[src/rtl/ttl_serial_pkg.sv]
// Shared types and constants for the 74165-style parallel-in/serial-out reader.
// Latency: n/a (declarations only).
// Backpressure: n/a (declarations only).
package ttl_serial_pkg;

  // Frame length in bits; the port list is fixed to eight lines A..H.
  localparam int WIDTH = 8;

  // Width of the bit and period counters (period counter must reach 254).
  localparam int CNT_W = 8;

  // Controller states.
  typedef enum logic [1:0] {
    ST_IDLE  = 2'd0,
    ST_SHIFT = 2'd1,
    ST_DONE  = 2'd2
  } state_t;

endpackage

[src/rtl/ttl_74165_core.sv]
// 74165-style 8-bit register: parallel load, one-step shift with cascade input.
// Latency: load/shift take effect at the clock edge; QH reflects the register end stage.
// Backpressure: none; shift_en low (clock inhibit) simply holds the register.
module ttl_74165_core
  import ttl_serial_pkg::*;
(
  input  logic             i_clk,
  input  logic             i_rst,
  input  logic             i_load,
  input  logic             i_shift_en,
  input  logic             i_ser,
  input  logic             i_direction,
  input  logic [WIDTH-1:0] i_d,
  output logic             o_qh,
  output logic             o_qh_n
);

  logic [WIDTH-1:0] r_sr;

  // Register: reset clears, load latches the lines, shift moves one place and pulls in SER.
  // direction=1 shifts toward the MSB (H out first, SER enters at A);
  // direction=0 shifts toward the LSB (A out first, SER enters at H).
  always_ff @(posedge i_clk) begin
    if (i_rst) begin
      r_sr <= '0;
    end else if (i_load) begin
      r_sr <= i_d;
    end else if (i_shift_en) begin
      if (i_direction) begin
        r_sr <= {r_sr[WIDTH-2:0], i_ser};
      end else begin
        r_sr <= {i_ser, r_sr[WIDTH-1:1]};
      end
    end
  end

  // The output stage is a flop of the register, so A..H never reach QH combinationally.
  assign o_qh   = i_direction ? r_sr[WIDTH-1] : r_sr[0];
  assign o_qh_n = ~o_qh;

endmodule

[src/rtl/ttl_74165_serializer.sv]
// Captures lines A..H on START and shifts them out on QH, BIT_CYCLES clocks per bit.
// Latency: first bit on QH 1 cycle after START; DONE pulses WIDTH*BIT_CYCLES+1 cycles after START.
// Backpressure: CLK_INH freezes shifting and pacing; START is ignored (not queued) unless IDLE.
module ttl_74165_serializer #(
  parameter int WIDTH      = 8,    // only 8 is supported by the fixed port list
  parameter int BIT_CYCLES = 1,    // 1..255 clocks per bit on QH
  parameter bit MSB_FIRST  = 1'b1  // 1: H first (classic 74165), 0: A first
) (
  input  logic CLK,
  input  logic RESET,
  input  logic A,
  input  logic B,
  input  logic C,
  input  logic D,
  input  logic E,
  input  logic F,
  input  logic G,
  input  logic H,
  input  logic SER,
  input  logic START,
  input  logic CLK_INH,
  output logic QH,
  output logic QH_N,
  output logic BUSY,
  output logic DONE
);

  import ttl_serial_pkg::*;

  localparam logic [CNT_W-1:0] PER_LAST = CNT_W'(BIT_CYCLES - 1);
  localparam logic [CNT_W-1:0] BIT_LAST = CNT_W'(WIDTH - 1);

  state_t           r_state;
  logic [CNT_W-1:0] r_bit_cnt;
  logic [CNT_W-1:0] r_per_cnt;

  state_t           w_state_nxt;
  logic [CNT_W-1:0] w_bit_nxt;
  logic [CNT_W-1:0] w_per_nxt;
  logic             w_load;
  logic             w_shift;
  logic [7:0]       w_lines;

  assign w_lines = {H, G, F, E, D, C, B, A};

  // State and counter registers; RESET abandons any frame in progress.
  always_ff @(posedge CLK) begin
    if (RESET) begin
      r_state   <= ST_IDLE;
      r_bit_cnt <= '0;
      r_per_cnt <= '0;
    end else begin
      r_state   <= w_state_nxt;
      r_bit_cnt <= w_bit_nxt;
      r_per_cnt <= w_per_nxt;
    end
  end

  // Next state, pacing counters and core controls. The last bit's period wrap ends the
  // frame without shifting, so QH keeps showing the final bit through DONE and IDLE.
  always_comb begin
    w_state_nxt = r_state;
    w_bit_nxt   = r_bit_cnt;
    w_per_nxt   = r_per_cnt;
    w_load      = 1'b0;
    w_shift     = 1'b0;
    BUSY        = 1'b0;
    DONE        = 1'b0;
    case (r_state)
      ST_IDLE: begin
        if (START) begin
          w_load      = 1'b1;
          w_state_nxt = ST_SHIFT;
          w_bit_nxt   = '0;
          w_per_nxt   = '0;
        end
      end
      ST_SHIFT: begin
        BUSY = 1'b1;
        if (!CLK_INH) begin
          if (r_per_cnt == PER_LAST) begin
            w_per_nxt = '0;
            if (r_bit_cnt == BIT_LAST) begin
              w_state_nxt = ST_DONE;
            end else begin
              w_shift   = 1'b1;
              w_bit_nxt = r_bit_cnt + CNT_W'(1);
            end
          end else begin
            w_per_nxt = r_per_cnt + CNT_W'(1);
          end
        end
      end
      ST_DONE: begin
        DONE        = 1'b1;
        w_state_nxt = ST_IDLE;
      end
      default: begin
        w_state_nxt = ST_IDLE;
      end
    endcase
  end

  ttl_74165_core u_core (
    .i_clk       (CLK),
    .i_rst       (RESET),
    .i_load      (w_load),
    .i_shift_en  (w_shift),
    .i_ser       (SER),
    .i_direction (MSB_FIRST),
    .i_d         (w_lines),
    .o_qh        (QH),
    .o_qh_n      (QH_N)
  );

endmodule

[config.mk]
export PLATFORM = sky130hd
export DESIGN_NAME = ttl_74165_serializer
export DESIGN_NICKNAME = d
export VERILOG_FILES = /design/src/rtl/ttl_serial_pkg.sv /design/src/rtl/ttl_74165_core.sv /design/src/rtl/ttl_74165_serializer.sv
export SDC_FILE = /design/constraint.sdc
export NUM_CORES = 1
export LEC_CHECK = 0
export CAP_MARGIN = 40
export CELL_PAD_IN_SITES_DETAIL_PLACEMENT = 1
export CELL_PAD_IN_SITES_GLOBAL_PLACEMENT = 1
export CORE_AREA = 2 2 47 81
export CTS_CLUSTER_DIAMETER = 50
export DETAILED_ROUTE_END_ITERATION = 8
export DIE_AREA = 0 0 49 83
export PLACE_DENSITY_LB_ADDON = 0.1
export SYNTH_ARGS = -nofsm -noshare
export SYNTH_HDL_FRONTEND = slang
export SYNTH_SLANG_ARGS = --single-unit
[constraint.sdc]
create_clock -name CLK -period 4.5 [get_ports CLK]
set_input_delay 0.675 -clock CLK [delete_from_list [all_inputs] [get_ports CLK]]
set_output_delay 0.675 -clock CLK [all_outputs]
set_load 0.02 [all_outputs]
# Word level (Yosys, flattened, before mapping)

Index checks and enable logic that the tools add are counted.

Flip-flop bits (word level): 26
Bits of input ports: 13
Output and inout port bits: 4

Add/sub/neg operators: 2
Eq/ne operators: 8
Muxes and demuxes: 23
Bitwise operators: 1
Reduce and logical (&&, ||, !) cells: 7

Operators with widths:

| cell                  | number |
|---|---|
| $mux W8               | 8 |
| $pmux W8 S2           | 2 |
| $add A8 B1 Y8 const B | 2 |
| $ne A2 B2 Y1 const B  | 5 |
| $eq A8 B3 Y1 const B  | 1 |
| $logic_not A8 Y1      | 1 |
| $mux W1               | 8 |
| $mux W2               | 4 |
| $reduce_and A5 Y1     | 1 |
| $pmux W2 S2           | 1 |
| $reduce_and A4 Y1     | 1 |
| $reduce_bool A2 Y1    | 2 |
| $reduce_and A3 Y1     | 1 |
| $eq A2 B1 Y1 const B  | 1 |
| $eq A2 B2 Y1 const B  | 1 |
| $logic_not A2 Y1      | 1 |
| $not A1 Y1            | 1 |

# Logic depth before layout (Yosys ltp)

Depth in word-level cells: 7
Depth in mapped cells: 8
Mapped depth without buffers: 6

# By module

Synthesis repeated with hierarchy kept, for this count alone.

Cell total of the unflattened synthesis: 175
Area total of the unflattened synthesis: 1,561.5 um^2

By module, submodules not included:

| module               | instances | cells each | area each (um^2) | sequential area each (um^2) |
|---|---|---|---|---|
| ttl_74165_serializer | 1         | 128        | 1,066.0          | 360.3 |
| ttl_74165_core       | 1         | 47         | 495.5            | 160.2 |

# Least setup slack after synthesis

OpenSTA, ideal clock, no wires.

Path kind: input -> register
Start point: in CLK_INH
End point: reg r_per_cnt[7]
Library setup time: 0.070 ns
Data arrival time: 1.713 ns
Required time: 4.430 ns
Slack: 2.716 ns
Stages on the path: 4
Cell sequence: nand2b_1 a21o_1 or4_1 a21oi_1

Cells in the longest elaborated chain, start to end: 2

RTL lines:

| element                     | RTL line                   | RTL |
|---|---|---|
| start: declaration          | ttl_74165_serializer.sv:21 | `input logic CLK_INH,` |
| $ne A2 B2 Y1 (no line)      | n/a                        |  |
| $reduce_and A3 Y1 (no line) | n/a                        |  |
| end signal: assignment      | ttl_74165_serializer.sv:55 | `r_per_cnt <= w_per_nxt;` |
| end: declaration            | ttl_74165_serializer.sv:35 | `logic [CNT_W-1:0] r_per_cnt;` |

No other way between the ends.
A chain may end at the register's enable or synchronous reset.

# Worst setup path after layout

Start point: reg r_state[0]
End point: out BUSY

Cells in the longest elaborated chain, start to end: 2

RTL lines:

| element                  | RTL line                   | RTL |
|---|---|---|
| start: declaration       | ttl_74165_serializer.sv:33 | `state_t r_state;` |
| start signal: assignment | ttl_74165_serializer.sv:53 | `r_state <= w_state_nxt;` |
| $eq A2 B1 Y1             | ttl_74165_serializer.sv:69 | `case (r_state)` |
| $mux W1                  | ttl_74165_serializer.sv:69 |  |
| end: declaration         | ttl_74165_serializer.sv:24 | `output logic BUSY,` |

No other way between the ends.

==> results.tsv <==
metric	value	unit
worst_hold_slack	0.518	ns
period_share	61.9	%
syn_to_final_growth	14.4	%
r2r_start	r_state[0]$_SDFFE_PP0P_	
synth_top_area_share	35.4	%
ir_worst_vdd	177	uV
rsz0062_at_grt	no	
drc	0	
drv_slew	0	
cts_max_level	1	
p_int	0.000386	W
grt_pass1_vias	1460	
ys_dominant_reg_cell	dfxtp_1	
worstSetupStartpointType	flip-flop	
total_power	0.000508	W
period_needed	2.79	ns
path_max_fanout	11	
synth.avg_cell_area	8.60	sq um
synth_cell_types	43	
numCtsBuffers	3	
slew_headroom	45.6	%
syn_nets	187	
clk_pin_slew_worst_paths	0.09	ns
min_from	r_bit_cnt[0]$_SDFFE_PP0P_	
grt_pass1_wl	6970	microns
fillCellCount	417	
numClockSinks	26	
grt_use_total	21.5	%
synth_area_leaders	dfxtp_1, o211ai_1, a21oi_1	
tightest_slew	0.813	ns
cts_root_buf	clkbuf_8	
drtAntennaViolNets	0	
swShare	24.0	%
max_cap_viol_count	0	
fin_cells	222	
arrival	2.11	ns
cts_hold_buf	0	
worstSetupPathType	reg2out	
finalSetupTns	0	ns
coreArea	0.00340	sq mm
first_iter_violations	30	
firstDrtPassIters	4	
p_sw	0.000122	W
clkLatencyLatePin	0.27	ns
die_y	83	microns
synth_seq_cells	26	
syn-instance-count	171	
multi_input_area	847	sq um
seqPwrFrac	48.2	%
regArea	520	sq um
final_nets	194	
port_buffers	16	
dp_hpwl	3070	microns
finalHoldViolations	0	
placed_cells	218	
wl_per_cell	18.4	microns
die_w	49	microns
cts_resized	0	
diodes	0	
cts_tree	done	
pwr-share-clk	38.8	%
fin_worst_skew	0.00206	ns
start_util	43.3	%
globalplace.congestion	0.782	
status	finished clean	
synth_top_area_cell	dfxtp_1	
cts_max_path_buffers	2	
finalWirelength	4080	microns
final-setup-viol-count	0	
via_per_inst	6.31	
yosysMostFrequentCell	dfxtp_1	
grt_max_degree	21	
async_reset_ff_share	0	%
postCtsSetupRepairBufs	0	
min_path_type	reg2reg	
die_area	0.00407	sq mm
worstPathRequired	3.83	ns
yosysWarningCount	0	
antenna_found_initial	0	
yosysSeqAreaShare	35.4	%
syn-cell-area	0.00147	sq mm
vias	1400	
cp-end-kind	output port	
grt_overflow	0	
drive_gt1_share	7.91	%
synth-edff-count	0	
fmax	0.359	GHz
rows	28	
startpoint	r_state[0]$_SDFFE_PP0P_	
power.density	302	mW/mm^2
p_leak	0.524	nW
synth_common_cells	dfxtp_1, a21oi_1, nand3_1, o211ai_1, nor2_1	
power_frac_comb	13.0	%
ios	17	
==> flip-flops by register name, indices dropped and copies added (netlist names) <==
| name | count |
|---|---|
| u_core.r_sr | 8 |
| r_per_cnt | 8 |
| r_bit_cnt | 8 |
| r_state | 2 |
==> cells in the final DEF, fill, tap and decap left out, types with 2 or more instances in the layout <==
master,netlist,routed
a2111oi_0,5,5
a2111oi_2,2,2
a211oi_1,4,4
a21oi_1,12,12
a31oi_1,6,6
a32oi_1,3,3
clkbuf_8,0,3
clkdlybuf4s50_1,0,16
dfxtp_1,26,26
ha_1,3,3
inv_1,7,7
nand2_1,8,8
nand3_1,12,12
nand3b_1,2,2
nand4_1,3,3
nor2_1,11,11
nor2b_1,2,2
nor3_1,4,4
nor4_1,5,5
o211ai_1,12,12
o21a_1,3,3
o21ai_0,3,3
o31ai_1,2,2
or4_1,2,2
xnor2_1,3,3
==> power groups by stage <==
stage | logic, W | clock network (W) | registers [W]
finish | 0.0000660 | 0.000197 | 0.000245
global route | 0.0000733 | 0.000210 | 0.000246
CTS | 0.0000668 | 0.000200 | 0.000245
detailed placement | 0.0000665 | 0 | 0.000250
global placement | 0.0000634 | 0 | 0.000249
floorplan | 0.0000458 | 0 | 0.000247
==> critical path: stages (launching register included) <==
cell,delay [ns]
dfxtp_1,0.58
nor2b_1,0.54
clkdlybuf4s50_1,0.72
==> worst paths after layout <==
kind	endpoint	slack, ns	cells after the start
min	r_bit_cnt[0]$_SDFFE_PP0P_	0.52	1
min reg2reg	r_bit_cnt[0]$_SDFFE_PP0P_	0.52	1
max reg2reg	u_core.r_sr[2]$_SDFFE_PP0P_	2.08	4
max	BUSY	1.71	2
==> per-layer routing <==
metal | track usage (%) | part of all wire, %
met1 | 23.0 | 38
met2 | 40.6 | 57
met3 | 1.98 | 1.8
met4 | 10.6 | 3.0
met5 | 0 | 0
==> per-stage QoR <==
stage	utilization, %	setup WS [ns]	cell area (sq um)
after global placement	47.4	2.13	1610
after global routing	49.5	1.61	1680
after floorplan	-	2.72	1470
after CTS	49.5	1.72	1680
final	49.5	1.71	1680
after detailed placement	47.4	2.00	1610
==> logic make-up after synthesis <==
group | synth area share [%]
simple gates | 25.7
compound gates | 27.6
flops | 35.4
buf+inv | 6.98
xor+xnor | 1.79
fa+ha+maj | 2.55
==> area by class of cell <==
class / count / share of cell area [%]
clock buffers: 3 / 2.46
clock inverters: 1 / 1.79
inverters: 7 / 1.56
multi-input cells: 124 / 50.4
flip-flops and latches: 26 / 31.0
well taps: 45 / 3.35
repair buffers: 16 / 9.52
Power figures use the tool's default switching activity.
